===== config.mk =====
export PLATFORM = sky130hd
export DESIGN_NAME = mem_arbiter
export DESIGN_NICKNAME = d
export VERILOG_FILES = /design/src/rtl/mem_arbiter.sv
export SDC_FILE = /design/constraint.sdc
export NUM_CORES = 1
export LEC_CHECK = 0
export CORE_AREA = 2 2 104 106
export DETAILED_ROUTE_END_ITERATION = 8
export DIE_AREA = 0 0 106 108
export GPL_ROUTABILITY_DRIVEN = 0
export PLACE_DENSITY = 0.6
export SLEW_MARGIN = 20
export SYNTH_ARGS = -nofsm -noshare
export SYNTH_HDL_FRONTEND = slang
export SYNTH_SLANG_ARGS = --single-unit

===== constraint.sdc =====
create_clock -name i_clk -period 1.6 [get_ports i_clk]
set_input_delay 0.32 -clock i_clk [delete_from_list [all_inputs] [get_ports i_clk]]
set_output_delay 0.32 -clock i_clk [all_outputs]
set_load 0.1 [all_outputs]

===== src/rtl/mem_arbiter.sv =====
// mem_arbiter: round-robin arbiter sharing one memory port between icache (burst reads) and dcache (burst reads / single writes)
module mem_arbiter #(
   parameter int BURST_LEN = 4
) (
   input  logic        i_clk,
   input  logic        i_rst_n,
   input  logic [31:0] i_imem_addr,
   input  logic        i_imem_ren,
   output logic        o_imem_ready,
   output logic [31:0] o_imem_rdata,
   output logic        o_imem_valid,
   input  logic [31:0] i_dmem_addr,
   input  logic        i_dmem_ren,
   input  logic        i_dmem_wen,
   input  logic [31:0] i_dmem_wdata,
   output logic        o_dmem_ready,
   output logic [31:0] o_dmem_rdata,
   output logic        o_dmem_valid,
   input  logic        i_mem_ready,
   output logic [31:0] o_mem_addr,
   output logic        o_mem_ren,
   output logic        o_mem_wen,
   output logic [31:0] o_mem_wdata,
   input  logic [31:0] i_mem_rdata,
   input  logic        i_mem_valid,
   output logic [1:0]  o_owner,
   output logic        o_stray
);
   localparam int CW = $clog2(BURST_LEN + 1);
   typedef enum logic [1:0] {IDLE, RD, WR} state_t;
   state_t state, state_n;
   logic [1:0] owner_n;
   logic last_d, last_d_n, stray_n;
   logic [CW-1:0] issue_cnt, issue_n, resp_cnt, resp_n;
   logic own_i, own_d, own_ren, full_rd, pick_d;
   assign own_i = o_owner == 2'b01;
   assign own_d = o_owner == 2'b10;
   assign own_ren = own_i ? i_imem_ren : (own_d && i_dmem_ren);
   assign full_rd = state == RD && issue_cnt == CW'(BURST_LEN);
   // last_d low means icache was served last, so dcache wins a tie
   assign pick_d = (i_dmem_ren || i_dmem_wen) && (!i_imem_ren || !last_d);
   assign o_mem_ren = state == RD && own_ren && !full_rd;
   assign o_mem_wen = state == WR && own_d && i_dmem_wen;
   assign o_mem_addr = own_i ? i_imem_addr : own_d ? i_dmem_addr : '0;
   assign o_mem_wdata = own_d ? i_dmem_wdata : '0;
   assign o_imem_ready = own_i && i_mem_ready && !full_rd;
   assign o_dmem_ready = own_d && i_mem_ready && !full_rd;
   assign o_imem_valid = own_i && state == RD && i_mem_valid;
   assign o_dmem_valid = own_d && state == RD && i_mem_valid;
   assign o_imem_rdata = own_i ? i_mem_rdata : '0;
   assign o_dmem_rdata = own_d ? i_mem_rdata : '0;
   always_comb begin
      state_n = state;
      owner_n = o_owner;
      last_d_n = last_d;
      issue_n = issue_cnt;
      resp_n = resp_cnt;
      stray_n = o_stray || (i_mem_valid && state != RD);
      case (state)
         IDLE: begin
            if (pick_d) begin
               state_n = i_dmem_wen ? WR : RD;
               owner_n = 2'b10;
            end else if (i_imem_ren) begin
               state_n = RD;
               owner_n = 2'b01;
            end
         end
         RD: begin
            if (o_mem_ren && i_mem_ready) issue_n = issue_cnt + 1'b1;
            if (i_mem_valid) resp_n = resp_cnt + 1'b1;
            if (i_mem_valid && resp_cnt == CW'(BURST_LEN - 1)) begin
               state_n = IDLE;
               owner_n = 2'b00;
               issue_n = '0;
               resp_n = '0;
               last_d_n = own_d;
            end
         end
         WR: begin
            if (o_mem_wen && i_mem_ready) begin
               state_n = IDLE;
               owner_n = 2'b00;
               last_d_n = 1'b1;
            end
         end
         default: begin
            state_n = IDLE;
            owner_n = 2'b00;
         end
      endcase
   end
   always_ff @(posedge i_clk or negedge i_rst_n) begin
      if (!i_rst_n) begin
         state <= IDLE;
         o_owner <= 2'b00;
         last_d <= 1'b0;
         issue_cnt <= '0;
         resp_cnt <= '0;
         o_stray <= 1'b0;
      end else begin
         state <= state_n;
         o_owner <= owner_n;
         last_d <= last_d_n;
         issue_cnt <= issue_n;
         resp_cnt <= resp_n;
         o_stray <= stray_n;
      end
   end
endmodule


==> results by stage, run 1 <==
Global route:
- The initial antenna violation count is 0.
- Entering global routing, the biggest net connects 43 pins.
- Global routing used around 22% of the available tracks across all layers.
- The wire length of the first global-routing pass is about 19 mm.
- Summed over all layers, the global routing overflow is 0.
- The number of global-route vias before repair is roughly 3000.

Logic synthesis:
- In this run the cell area of the synthesized design comes to around 0.0017 mm^2.
- Synthesis produced a netlist whose cell count is roughly 230.
- For this run, the number of Yosys warnings is 0.
- The most used flip-flop cell after synthesis is dfrtp_1.
- For this run, asynchronously set or reset flops after synthesis account for 100.0%.
- The number of synthesized flops with an enable pin is 0.
- The count of cell types in the netlist is 37.
- Sequential cells were found to cover between 10% and 20% of the synthesized design area.
- Counting flops and latches in the post-synthesis netlist gives 12.
- A synthesized cell averages 7.584 um^2.
- Counting every net in the synthesized netlist gives around 370.

Critical path:
- The end of the critical path is o_mem_wdata[18].
- The most critical setup path has its startpoint at o_owner[0]$_DFFE_PN0P_.
- STA puts the critical path data required time at 1.28 ns.
- The worst setup path is launched from a flop.
- The category of the worst setup path capture point is an output pin.
- The number of cells on the worst reg-to-reg path is 5.
- The largest fanout on the critical path is 8.
- The critical path in this run is classified as flop to output pin.
- STA puts the critical path data arrival time at 1.64 ns.
- The reg-to-reg setup timing slack is 0.01 ns.
- The endpoint of the lowest-slack register-to-register path is issue_cnt[1]$_DFFE_PN0P_.
- The startpoint of the lowest-slack register-to-register path is o_owner[1]$_DFFE_PN0P_.

Placed design:
- The count of buffers added on input and output ports is 271.
- The half-perimeter wire length of the detailed placement result is around 11 mm.

Clock tree:
- TritonCTS built the clock tree.
- CTS built an H-tree with a depth of 1.
- The TritonCTS sink count is 12.
- The total CTS buffers is 3.
- The later pin in the worst-skew pair is clocked with a latency of ~0.25 ns.
- The clock tree root buffer cell is clkbuf_8.
- No sink is reached through more buffers than the 2 on the longest clock path.
- The CTS clock-pin slew for the worst setup and hold paths is around 0.060 ns.

Cells and area:
- The number of antenna cells inserted is 0.
- Relative to the synthesized area, the layout overhead comes to 314.6%.
- Of the cells placed in the final design, the portion with a size suffix greater than 1 is between 60% and 70%.
- Leaving out fill and tap cells, the most frequent cells in the layout are buf_12 (143), clkdlybuf4s50_1 (133), and2_4 (96), a22o_4 (33), buf_4 (22).
- After the last flow step, the layout net total stands at 670.
- The most common library cell in the layout ignoring fill and taps is buf_12.
- Measured on the finished design, the core utilization comes to between 70% and 80%.

Floorplan:
- Once the floorplan was initialized, standard cells occupied ~17% of the core.
- The die is roughly 110 um wide.
- The floorplan step defined a die boundary enclosing between 0.01 and 0.015 mm^2.
- The total area inside the core boundary comes to 0.01023 mm^2.
- 272 I/O pins were placed.
- The floorplan has 37 rows.
- The height of the chip is 108 um.

STA:
- The clock skew is roughly 0.0013 ns.
- The maximum operating frequency is between 0.5 and 0.6 GHz.
- The worst slew margin relative to its limit is around 79%.
- The transition time at the pin with the least slew margin is 0.3085 ns.
- The number of failing hold endpoints at the final stage is 0.
- Once routing completed, OpenROAD measured the worst setup slack at -0.3582 ns.
- Setup violations remaining at the end of the flow were counted as 135.
- After layout, the minimum clock period comes to around 2.0 ns.
- Setup repair after global routing could not meet its margin everywhere.
- The count of final max-slew check failures was 0.
- Setup total negative slack on the finished layout was measured at -43.62 ns.
- After layout, the worst path uses 122.4% of the clock period.
- The minimum hold slack is approximately 0.32 ns.

Routing:
- For this run, the detailed router's first-pass iteration total came to 4.
- The final route contains 2969 vias.
- Once detail routing completed, the nets flagged for antenna violations numbered 0.
- The violation count after the first detailed-routing iteration is between 80 and 90.
- After detailed routing, the number of vias per cell comes to 4.451.
- The detailed-route DRC error count is 0.
- Dividing the detail-routed wire length by the instance count gives between 20 and 25 um.
- Wires add up to roughly 14 mm.

Run status:
- The checks that failed: setup timing.
- The run finished, with violations left.

Flow run:
- Across the run, the number of max-cap violations was 0.

Worst hold path:
- The class of the tightest hold or removal check is primary input to async pin.
## stage by stage
step | std cells | setup WS (ns) | cell area, um^2
2_1_floorplan | 229 | -0.2651 | 2414
3_3_place_gp | 639 | -0.1231 | 6668
3_5_place_dp | 639 | -0.1226 | 6668
4_1_cts | 655 | -0.3551 | 6938
5_1_grt | 667 | -0.3907 | 7199
6_report | 667 | -0.3582 | 7199
## critical path, cell delays in order, from the launching register on
cell and delay [ns]:
dfrtp_4 0.50, nor2b_4 0.21, buf_12 0.19, clkbuf_16 0.17, and2_4 0.14, buf_12 0.16
## layout make-up
cell class / count / area (um^2)
well taps: 136 / 170.2
clock buffers: 4 / 55.05
inverters: 5 / 18.77
flip-flops and latches: 12 / 307.8
multi-input cells: 192 / 1927
fillers: 732 / 3032
repair buffers: 318 / 4721
## metal layers
layer	vias to the layer above	global-route usage [%]	share of wire [%]
li1	1395	-	-
met5	-	0	0
met2	147	40.88	53
met3	7	5.184	6.6
met4	0	2.820	0.85
met1	1420	27.05	39
## state kept, by name, summed over array words and instances, names as in the netlist
signal	cells
last_d	1
issue_cnt	3
o_stray	1
o_owner	2
state	2
resp_cnt	3
## worst min-delay path by stage
| stage | endpoint | slack (ns) | cells after the start |
|---|---|---|---|
| 2_1_floorplan | issue_cnt[0]$_DFFE_PN0P_ | 0.02 | 0 |
| 4_1_cts | last_d$_DFFE_PN0P_ | 0.33 | 1 |
| 5_1_grt | state[0]$_DFFE_PN0P_ | 0.34 | 1 |
| 6_report | state[0]$_DFFE_PN0P_ | 0.32 | 1 |
| 3_5_place_dp | resp_cnt[1]$_DFFE_PN0P_ | 0.48 | 2 |
| 3_3_place_gp | resp_cnt[1]$_DFFE_PN0P_ | 0.47 | 2 |
## what timing repair did
item | 4_1_cts | 5_1_grt
hold endpoints to repair | 0 | 0
setup buffers | 9 | 4
setup endpoints to repair | 134 | 139
pin swaps | 12 | 12
gates resized for setup | 18 | 14
hold buffers | 0 | 0
cloned | 3 | 9
## logic make-up (layout without fill, tap and decap cells)
logic type	after synthesis	in the layout	share of synthesized area [%]
AOI/OAI and AO/OA	53	53	25.87
and+or+nand+nor	136	136	47.12
buffers and inverters	25	327	7.564
adders and majority gates	3	3	2.162
DFF	12	12	17.29
## synthesized netlist by cell type (2+ instances only)
library cell  count  share of area [%]
ha_1              3                2.2
o21ai_0           5                1.4
a21o_1            2               0.86
a31o_1            2                1.0
nand2b_1          2               0.72
nor3_1            4                1.2
nor2_1            9                1.9
buf_6             2                1.3
clkbuf_1          4               0.86
buf_2            12                3.5
dfrtp_1          12                 17
and2_1           96                 35
nand3_1           3               0.86
a22o_1           32                 16
buf_4             2               0.86
nand2_1          10                2.2
and3_1            3                1.1
inv_1             5                1.1
a21oi_1           3               0.86
Power of run 1 is left out: the tool's default activity adds up to more than one toggle a clock period on the data nets, which glitch-free logic cannot reach.
==> run 2: changes to the inputs <==
--- a/config.mk
+++ b/config.mk
@@ -5,12 +5,14 @@
 export SDC_FILE = /design/constraint.sdc
 export NUM_CORES = 1
 export LEC_CHECK = 0
+export ABC_AREA = 1
 export CORE_AREA = 2 2 104 106
 export DETAILED_ROUTE_END_ITERATION = 8
 export DIE_AREA = 0 0 106 108
 export GPL_ROUTABILITY_DRIVEN = 0
-export PLACE_DENSITY = 0.6
+export PLACE_DENSITY = 0.63
 export SLEW_MARGIN = 20
 export SYNTH_ARGS = -nofsm -noshare
 export SYNTH_HDL_FRONTEND = slang
 export SYNTH_SLANG_ARGS = --single-unit
+export TNS_END_PERCENT = 10
==> run 2 against run 1 <==
Compared with the run above: the flow still finishes with violations (setup timing); non-clock buffer count is 9 lower; cell count grew 21%; die area did not move; cell area is 2.1% higher; synthesized cell count rose by 66%; core utilization up 1.5 points; worst setup slack better by 0.14 ns; highest routed layer unchanged.
==> results by stage, run 2 <==
Run status:
- The flow ran to the end, but the final reports show violations.
- The final reports fail on setup timing.

Critical path:
- The slowest stage of the critical path belongs to the cell dfrtp_4.
- In this run the worst path has a maximum fanout of 17.
- The category of the worst setup path capture point is an output pin.
- For flop-to-flop paths, the worst setup slack is between 0.2 and 0.3 ns.
- The worst setup path is of the flop to output pin kind.
- The cell seen most often among critical-path stages is buf_12.
- Data on the critical path is required at its endpoint by ~1.3 ns.
- For this run, the slowest stage of the critical path takes just over 0.5 ns.
- The worst setup path is launched from a flop.
- Traced cell by cell, the critical path runs through inv_6 -> nand2_8 -> buf_12 -> nor2_2 -> buf_12.
- Data on the critical path arrives at its endpoint at 1.49 ns.

Routing:
- After detailed routing, the number of remaining DRC violations is 0.
- The violation count after the first detailed-routing iteration is 123.
- The detail route stage leaves a number of antenna-violating nets equal to 0.
- The detailed-routing iteration count for the pre-antenna-repair pass is 4.
- Dividing the detail-routed via count by the number of cells gives 4.381.
- The total detailed-routing wirelength is approximately 12 mm.
- The vias after detailed routing is 3531.
- The average wire length per cell after detail routing is roughly 15 um.

Cells and area:
- The layout-stage area growth over the synthesis result is 268.5%.
- The number of antenna cells inserted is 0.
- After filler insertion, the fill cell instance count of the layout stands at 759.
- Leaving out fill and tap cells, the most frequent cell in the layout is buf_12.
- In the final layout, the registers with the most flip-flops are issue_cnt x3, resp_cnt x3.
- The summed area of non-filler cells in the final layout is around 0.0073 mm^2.
- In the layout the commonest cells are buf_12 (147), clkdlybuf4s50_1 (134), nor2_4 (97), inv_1 (80), nand3_1 (74).
- The final net count is about 800.
- Cells with a size suffix above 1 make up 45.52% of the layout.

Clock tree:
- The number of H-tree levels is 1.
- The clock reaches the later pin of the worst-skew pair after roughly 0.24 ns.
- The TritonCTS sink count is 12.
- The count of hold-fix buffers inserted at cts is 0.
- The clock tree root buffer cell is clkbuf_8.
- The total CTS buffers is 3.
- The longest clock path from root to sink contains 2 buffers.
- TritonCTS built the clock tree.
- The CTS clock-pin slew for the worst setup and hold paths is around 0.06 ns.

Placed design:
- The area of placed instances is about 0.0071 mm^2.
- Buffers placed on the I/O ports in this run total between 200 and 300.
- Before CTS, the worst setup slack after placement is -0.1816 ns.
- The wire-length estimate of the detail-placed layout is 11.35 mm.

Logic synthesis:
- The leading cell type by number of instances after synthesis is inv_1.
- For this run, the leading register cell type out of synthesis is dfrtp_1.
- The cell taking the most area after synthesis is nand3_1.
- Counting instances in the post-synthesis netlist gives the leading cell types as inv_1 (81), nor2_1 (77), nand3_1 (75).
- The average instance in the mapped netlist occupies between 5 and 6 um^2.
- The sequential element share of the synthesized area is ~15%.
- Ranked by total cell area, the synthesized netlist is headed by nand3_1 (19%), inv_1 (15%), dfrtp_1 (15%).
- Synthesis produced a netlist whose cell count is approximately 380.
- In this run, synthesis produced a sequential element count of 12.
- The area fraction of the dominant cell type after synthesis is between 10% and 20%.
- The number of warnings reported in the yosys synthesis log is 0.
- The number of nets in the synthesized netlist is roughly 520.
- The count of cell types in the netlist is 18.
- The async set or reset register ratio after synthesis is 100.0%.
- The number of synthesized flops with an enable pin is 0.
- The cell area that synthesis handed to floorplanning was between 0.0015 and 0.002 mm^2.

STA:
- The time the worst path needs with I/O delays and setup is 1.814 ns.
- Setup violations remaining at the end of the flow were counted as around 130.
- The minimum hold slack is ~0.32 ns.
- The clock skew is approximately 0.0021 ns.
- Once routing completed, OpenROAD measured the worst setup slack at -0.2139 ns.
- The worst slew margin relative to its limit is between 80% and 90%.
- At the pin with the least slew margin, the transition time is around 0.28 ns.
- Setup repair after global routing could not meet its margin everywhere.
- The number of failing hold endpoints at the final stage was 0.
- Timing would allow up to approximately 0.55 GHz.
- The fraction of the cycle the final worst path needs is 113.4%.
- The count of final max-slew check failures is 0.

Floorplan:
- The die width is 106 um.
- In this run the standard cell core region covers roughly 0.010 mm^2.
- In this run the vertical extent of the chip is 108 um.
- The starting density of the core is about a fifth.
- Pin placement for this block handled 272 I/O pins.
- In this run the core area contains 37 standard-cell rows.
- The floorplan step defined a die boundary enclosing 0.01145 mm^2.

Global route:
- Entering global routing, the biggest net connects 21 pins.
- The total routing resource utilization after global routing is 20.73%.
- The first global-routing pass estimated around 19 mm of wire.
- Global routing finished with a remaining overflow of 0.
- The number of global-route vias before repair was about 3800.
- The initial antenna violation count is 0.

Flow run:
- Max-cap violations in this run came to 0.

Worst hold path:
- The worst hold path belongs to the class primary input to async pin.
## run 2: area by class of cell
class	instances	area, um^2	area share (%)
Timing Repair Buffer	309	4513	61.41
Multi-Input combinational cell	262	1979	26.93
Inverter	83	324.1	4.409
Sequential cell	12	307.8	4.188
Tap cell	136	170.2	2.315
Clock buffer	4	55.05	0.7491
## run 2: worst paths after layout
check,start,to,cells after the start
setup / recovery,o_owner[0]$_DFFE_PN0P_,o_dmem_rdata[27],5
hold / removal,i_rst_n,state[1]$_DFFE_PN0P_,1
setup reg to reg,resp_cnt[0]$_DFFE_PN0P_,issue_cnt[0]$_DFFE_PN0P_,7
hold reg to reg,resp_cnt[0]$_DFFE_PN0P_,resp_cnt[0]$_DFFE_PN0P_,1
max in group asynchronous,i_rst_n,resp_cnt[0]$_DFFE_PN0P_,2
min in group i_clk,resp_cnt[0]$_DFFE_PN0P_,resp_cnt[0]$_DFFE_PN0P_,1
## run 2: per-stage QoR
| step | cells | utilization, % | TNS (ns) |
|---|---|---|---|
| 6_report | 806 | 71.84 | -22.51 |
| 5_1_grt | 806 | 71.84 | -30.40 |
| 3_3_place_gp | 796 | 69.66 | -0.4646 |
| 2_1_floorplan | 381 | - | -61.13 |
| 4_1_cts | 800 | 70.72 | -24.90 |
| 3_5_place_dp | 796 | 69.66 | -0.5892 |
## run 2: cells by family after synthesis
kind of cell               after synthesis  synth area share, %
and+or+nand+nor                        251                56.96
buffers and inverters                  107                23.78
DFF                                     12                15.06
AOI/OAI and AO/OA                        7                1.882
adders and majority gates                3                1.882
xor gates and xnor gates                 1               0.4392
## run 2: critical path: cells and delay by family (launching register included)
family        cells  cell delay, ns
simple gates      2            0.25
flops             1            0.51
buf+inv           3            0.49
## run 2: what timing repair did
item / in CTS / in global routing
gates resized for setup: 14 / 21
pin swaps: 1 / 2
setup endpoints to repair: 134 / 135
buffers inserted: 0 / 6
## run 2: layer usage
metal  global-route usage [%]  share of wire (%)  vias to the layer above
li1                         -                  -                     1722
met1                    19.52                 31                     1612
met2                    43.73                 58                      183
met3                    5.967                8.7                       14
met4                    4.323                2.0                        0
met5                        0                  0                        -
Power of run 2 is left out for the same reason.
==> run 3: changes to the inputs <==
--- a/config.mk
+++ b/config.mk
@@ -7,6 +7,7 @@
 export LEC_CHECK = 0
 export ABC_AREA = 1
 export CORE_AREA = 2 2 104 106
+export CTS_BUF_LIST = sky130_fd_sc_hd__clkbuf_16
 export DETAILED_ROUTE_END_ITERATION = 8
 export DIE_AREA = 0 0 106 108
 export GPL_ROUTABILITY_DRIVEN = 0
@@ -15,4 +16,4 @@
 export SYNTH_ARGS = -nofsm -noshare
 export SYNTH_HDL_FRONTEND = slang
 export SYNTH_SLANG_ARGS = --single-unit
-export TNS_END_PERCENT = 10
+export TNS_END_PERCENT = 1
==> run 3 against run 2 <==
Compared with the run above: the run still ends with setup timing left; core utilization is 1.9 points higher; worst setup slack worse by 0.058 ns; global-route usage is 0.46 points higher; critical path depth is 2 higher; register-to-register slack worse by 0.22 ns; wire length is 0.15% higher; first-iteration DRC count is 24% higher; cell area is 2.6% higher; sequential cell count stayed put; clock-buffer cell count is 1 lower; via count is 0.20% higher; largest cell class unchanged.
==> results by stage, run 3 (synthesized netlist as in run 2, its figures left out) <==
Run status:
- The run finished, with violations left.
- The checks that failed: setup timing.

Cells and area:
- In the final layout, the registers with the most flip-flops are issue_cnt x3, resp_cnt x3.
- The post-route non-filler standard cell count is between 800 and 900.
- Cells fill 73.71% of the core in the end.
- The layout-stage area growth over the synthesis result is 278.1%.
- At the end of the flow, the number of nets in the layout was 814.
- The count of filler cells inserted in the layout is a little over 700.
- 0 antenna diodes ended up in the layout.
- The most common library cell in the layout ignoring fill and taps is buf_12.
- The share of layout cells above drive strength 1 is about half.
- In the layout the commonest cells are buf_12 (148), clkdlybuf4s50_1 (133), nor2_4 (99), inv_1 (79), nand3_1 (74).

Critical path:
- The number of buffer and inverter stages on the critical path is 3.
- The endpoint of the lowest-slack register-to-register path is issue_cnt[0]$_DFFE_PN0P_.
- The critical path is of the flop to output pin type.
- The gate family responsible for the most delay along the worst path is flip-flops.
- For this run, the slowest stage of the critical path takes between 0.5 and 0.6 ns.
- The worst setup path is captured at an output pin.
- The worst endpoint required time is about 1.3 ns.
- The cell with the biggest individual delay on the critical path is dfrtp_4.
- The worst register-to-register path has a setup slack of around 0.040 ns.
- Walking the worst path, the cells encountered are inv_8 -> buf_12 -> nand3_4 -> nand2_2 -> nand2_2 -> nor2_4 -> buf_12.
- The data arrival time of the critical path is about 1.6 ns.
- The startpoint of the lowest-slack register-to-register path is o_owner[0]$_DFFE_PN0P_.
- The largest fanout on the critical path is 4.
- STA classifies the critical path startpoint as a flop.
- The number of cells on the worst reg-to-reg path is 9.

Placed design:
- The count of input and output buffers is approximately 270.
- The half-perimeter wire length of the detailed placement result is about 11 mm.
- Including well taps, the total number of placed cells is 799.
- The worst setup timing slack at the placement stage is -0.2448 ns.

Floorplan:
- The height of the chip is ~110 um.
- The die width is 106 um.
- Row generation in the floorplan step produced 37 rows.
- During I/O placement, the number of pins put on the boundary was around 270.
- In this run the standard cell core region covers between 0.01 and 0.015 mm^2.
- The die covers 0.01145 mm^2.
- For this configuration, the core starts out at a cell density of 19.49%.

STA:
- The maximum operating frequency is approximately 0.53 GHz.
- The clock skew is about 0.0017 ns.
- The worst path uses 117.0% of the clock period.
- Headroom to the max-slew limit came out at a little over three fifths.
- The number of endpoints failing setup at the final stage is 134.
- The number of failing hold endpoints at the final stage is 0.
- Setup repair after global routing could not meet its margin everywhere.
- At the pin with the least slew margin, the transition time is roughly 0.55 ns.
- The time the worst path needs with I/O delays and setup is between 1.5 and 2 ns.
- The setup slack after layout is -0.2714 ns.
- The count of final max-slew check failures is 0.

Global route:
- The initial antenna violation count came to 0.
- The total overflow reported by the global router is 0.
- The first global-routing pass estimated approximately 19 mm of wire.
- Entering global routing, the biggest net connects 25 pins.
- The number of global-route vias before repair is approximately 3700.
- The total routing resource utilization after global routing is about a fifth.

Clock tree:
- The CTS clock-pin slew for the worst setup and hold paths is approximately 0.040 ns.
- Buffers inserted during clock tree synthesis total 3.
- The clock tree from TritonCTS is yes.
- The number of buffers between clock root and the deepest sink is 2.
- CTS built an H-tree with a depth of 1.
- The clock net in this run drives a total of 12 sinks.
- The clock tree root buffer cell is clkbuf_16.
- The clock latency reported for the late side of the worst-skew pair is ~0.24 ns.

Routing:
- The remaining number of nets flagged by the antenna check after routing is 0.
- The detailed-routing iteration count for the pre-antenna-repair pass is 4.
- Dividing the detail-routed wire length by the instance count gives 15.42 um.
- For this run, design rule violations remaining after detail routing come to 0.
- After the first detailed-routing iteration, the DRC count stood at between 150 and 200.
- The vias after detailed routing is ~3500.
- The final layout contains routed wiring with a total length of 12.51 mm.
- In the routed layout, each cell is associated on average with a via count of approximately 4.4.

Worst hold path:
- The min-delay analysis places its worst path in the category primary input to async pin.

Flow run:
- Max-cap violations in this run came to 0.
[run 3: cell type report]
class | count | area (um^2) | share of cell area, %
clock buffers | 3 | 75.07 | 0.9955
well taps | 136 | 170.2 | 2.257
clock inverters | 1 | 3.754 | 0.04978
inverters | 83 | 327.8 | 4.347
flip-flops and latches | 12 | 307.8 | 4.082
repair buffers | 313 | 4586 | 60.81
multi-input cells | 263 | 2071 | 27.46
[run 3: worst max-delay path by stage]
stage	startpoint	slack, ns	end	cells past startpoint
after floorplan	o_owner[0]$_DFFE_PN0P_	-0.59	o_dmem_ready	5
after global placement	i_mem_valid	-0.26	o_imem_valid	7
after detailed placement	i_mem_valid	-0.24	o_imem_valid	7
after CTS	o_owner[0]$_DFFE_PN0P_	-0.27	o_mem_ren	6
after global routing	o_owner[0]$_DFFE_PN0P_	-0.32	o_mem_ren	7
final	o_owner[0]$_DFFE_PN0P_	-0.27	o_mem_ren	7
[run 3: what timing repair did]
action | CTS | global route
cloned | 2 | 0
endpoints found under the setup margin | 134 | 134
setup buffers | 3 | 3
pin swaps | 5 | 5
hold buffers | 0 | 0
resized for setup | 41 | 22
[run 3: per-stage QoR]
step	TNS [ns]	cell area, um^2	hold WS (ns)
3_3_place_gp	-0.6811	7187	0.4593
3_5_place_dp	-0.8557	7187	0.4739
5_1_grt	-29.34	7541	0.4824
4_1_cts	-24.32	7452	0.4649
2_1_floorplan	-62.02	2685	0.02441
6_report	-23.64	7541	0.4412
[run 3: metal layers]
metal	share of wire, %	GRT usage, %
met1	35	23.05
met3	9.9	6.631
met2	54	40.60
met4	1.6	3.947
met5	0	0
Power of run 3 is left out for the same reason.
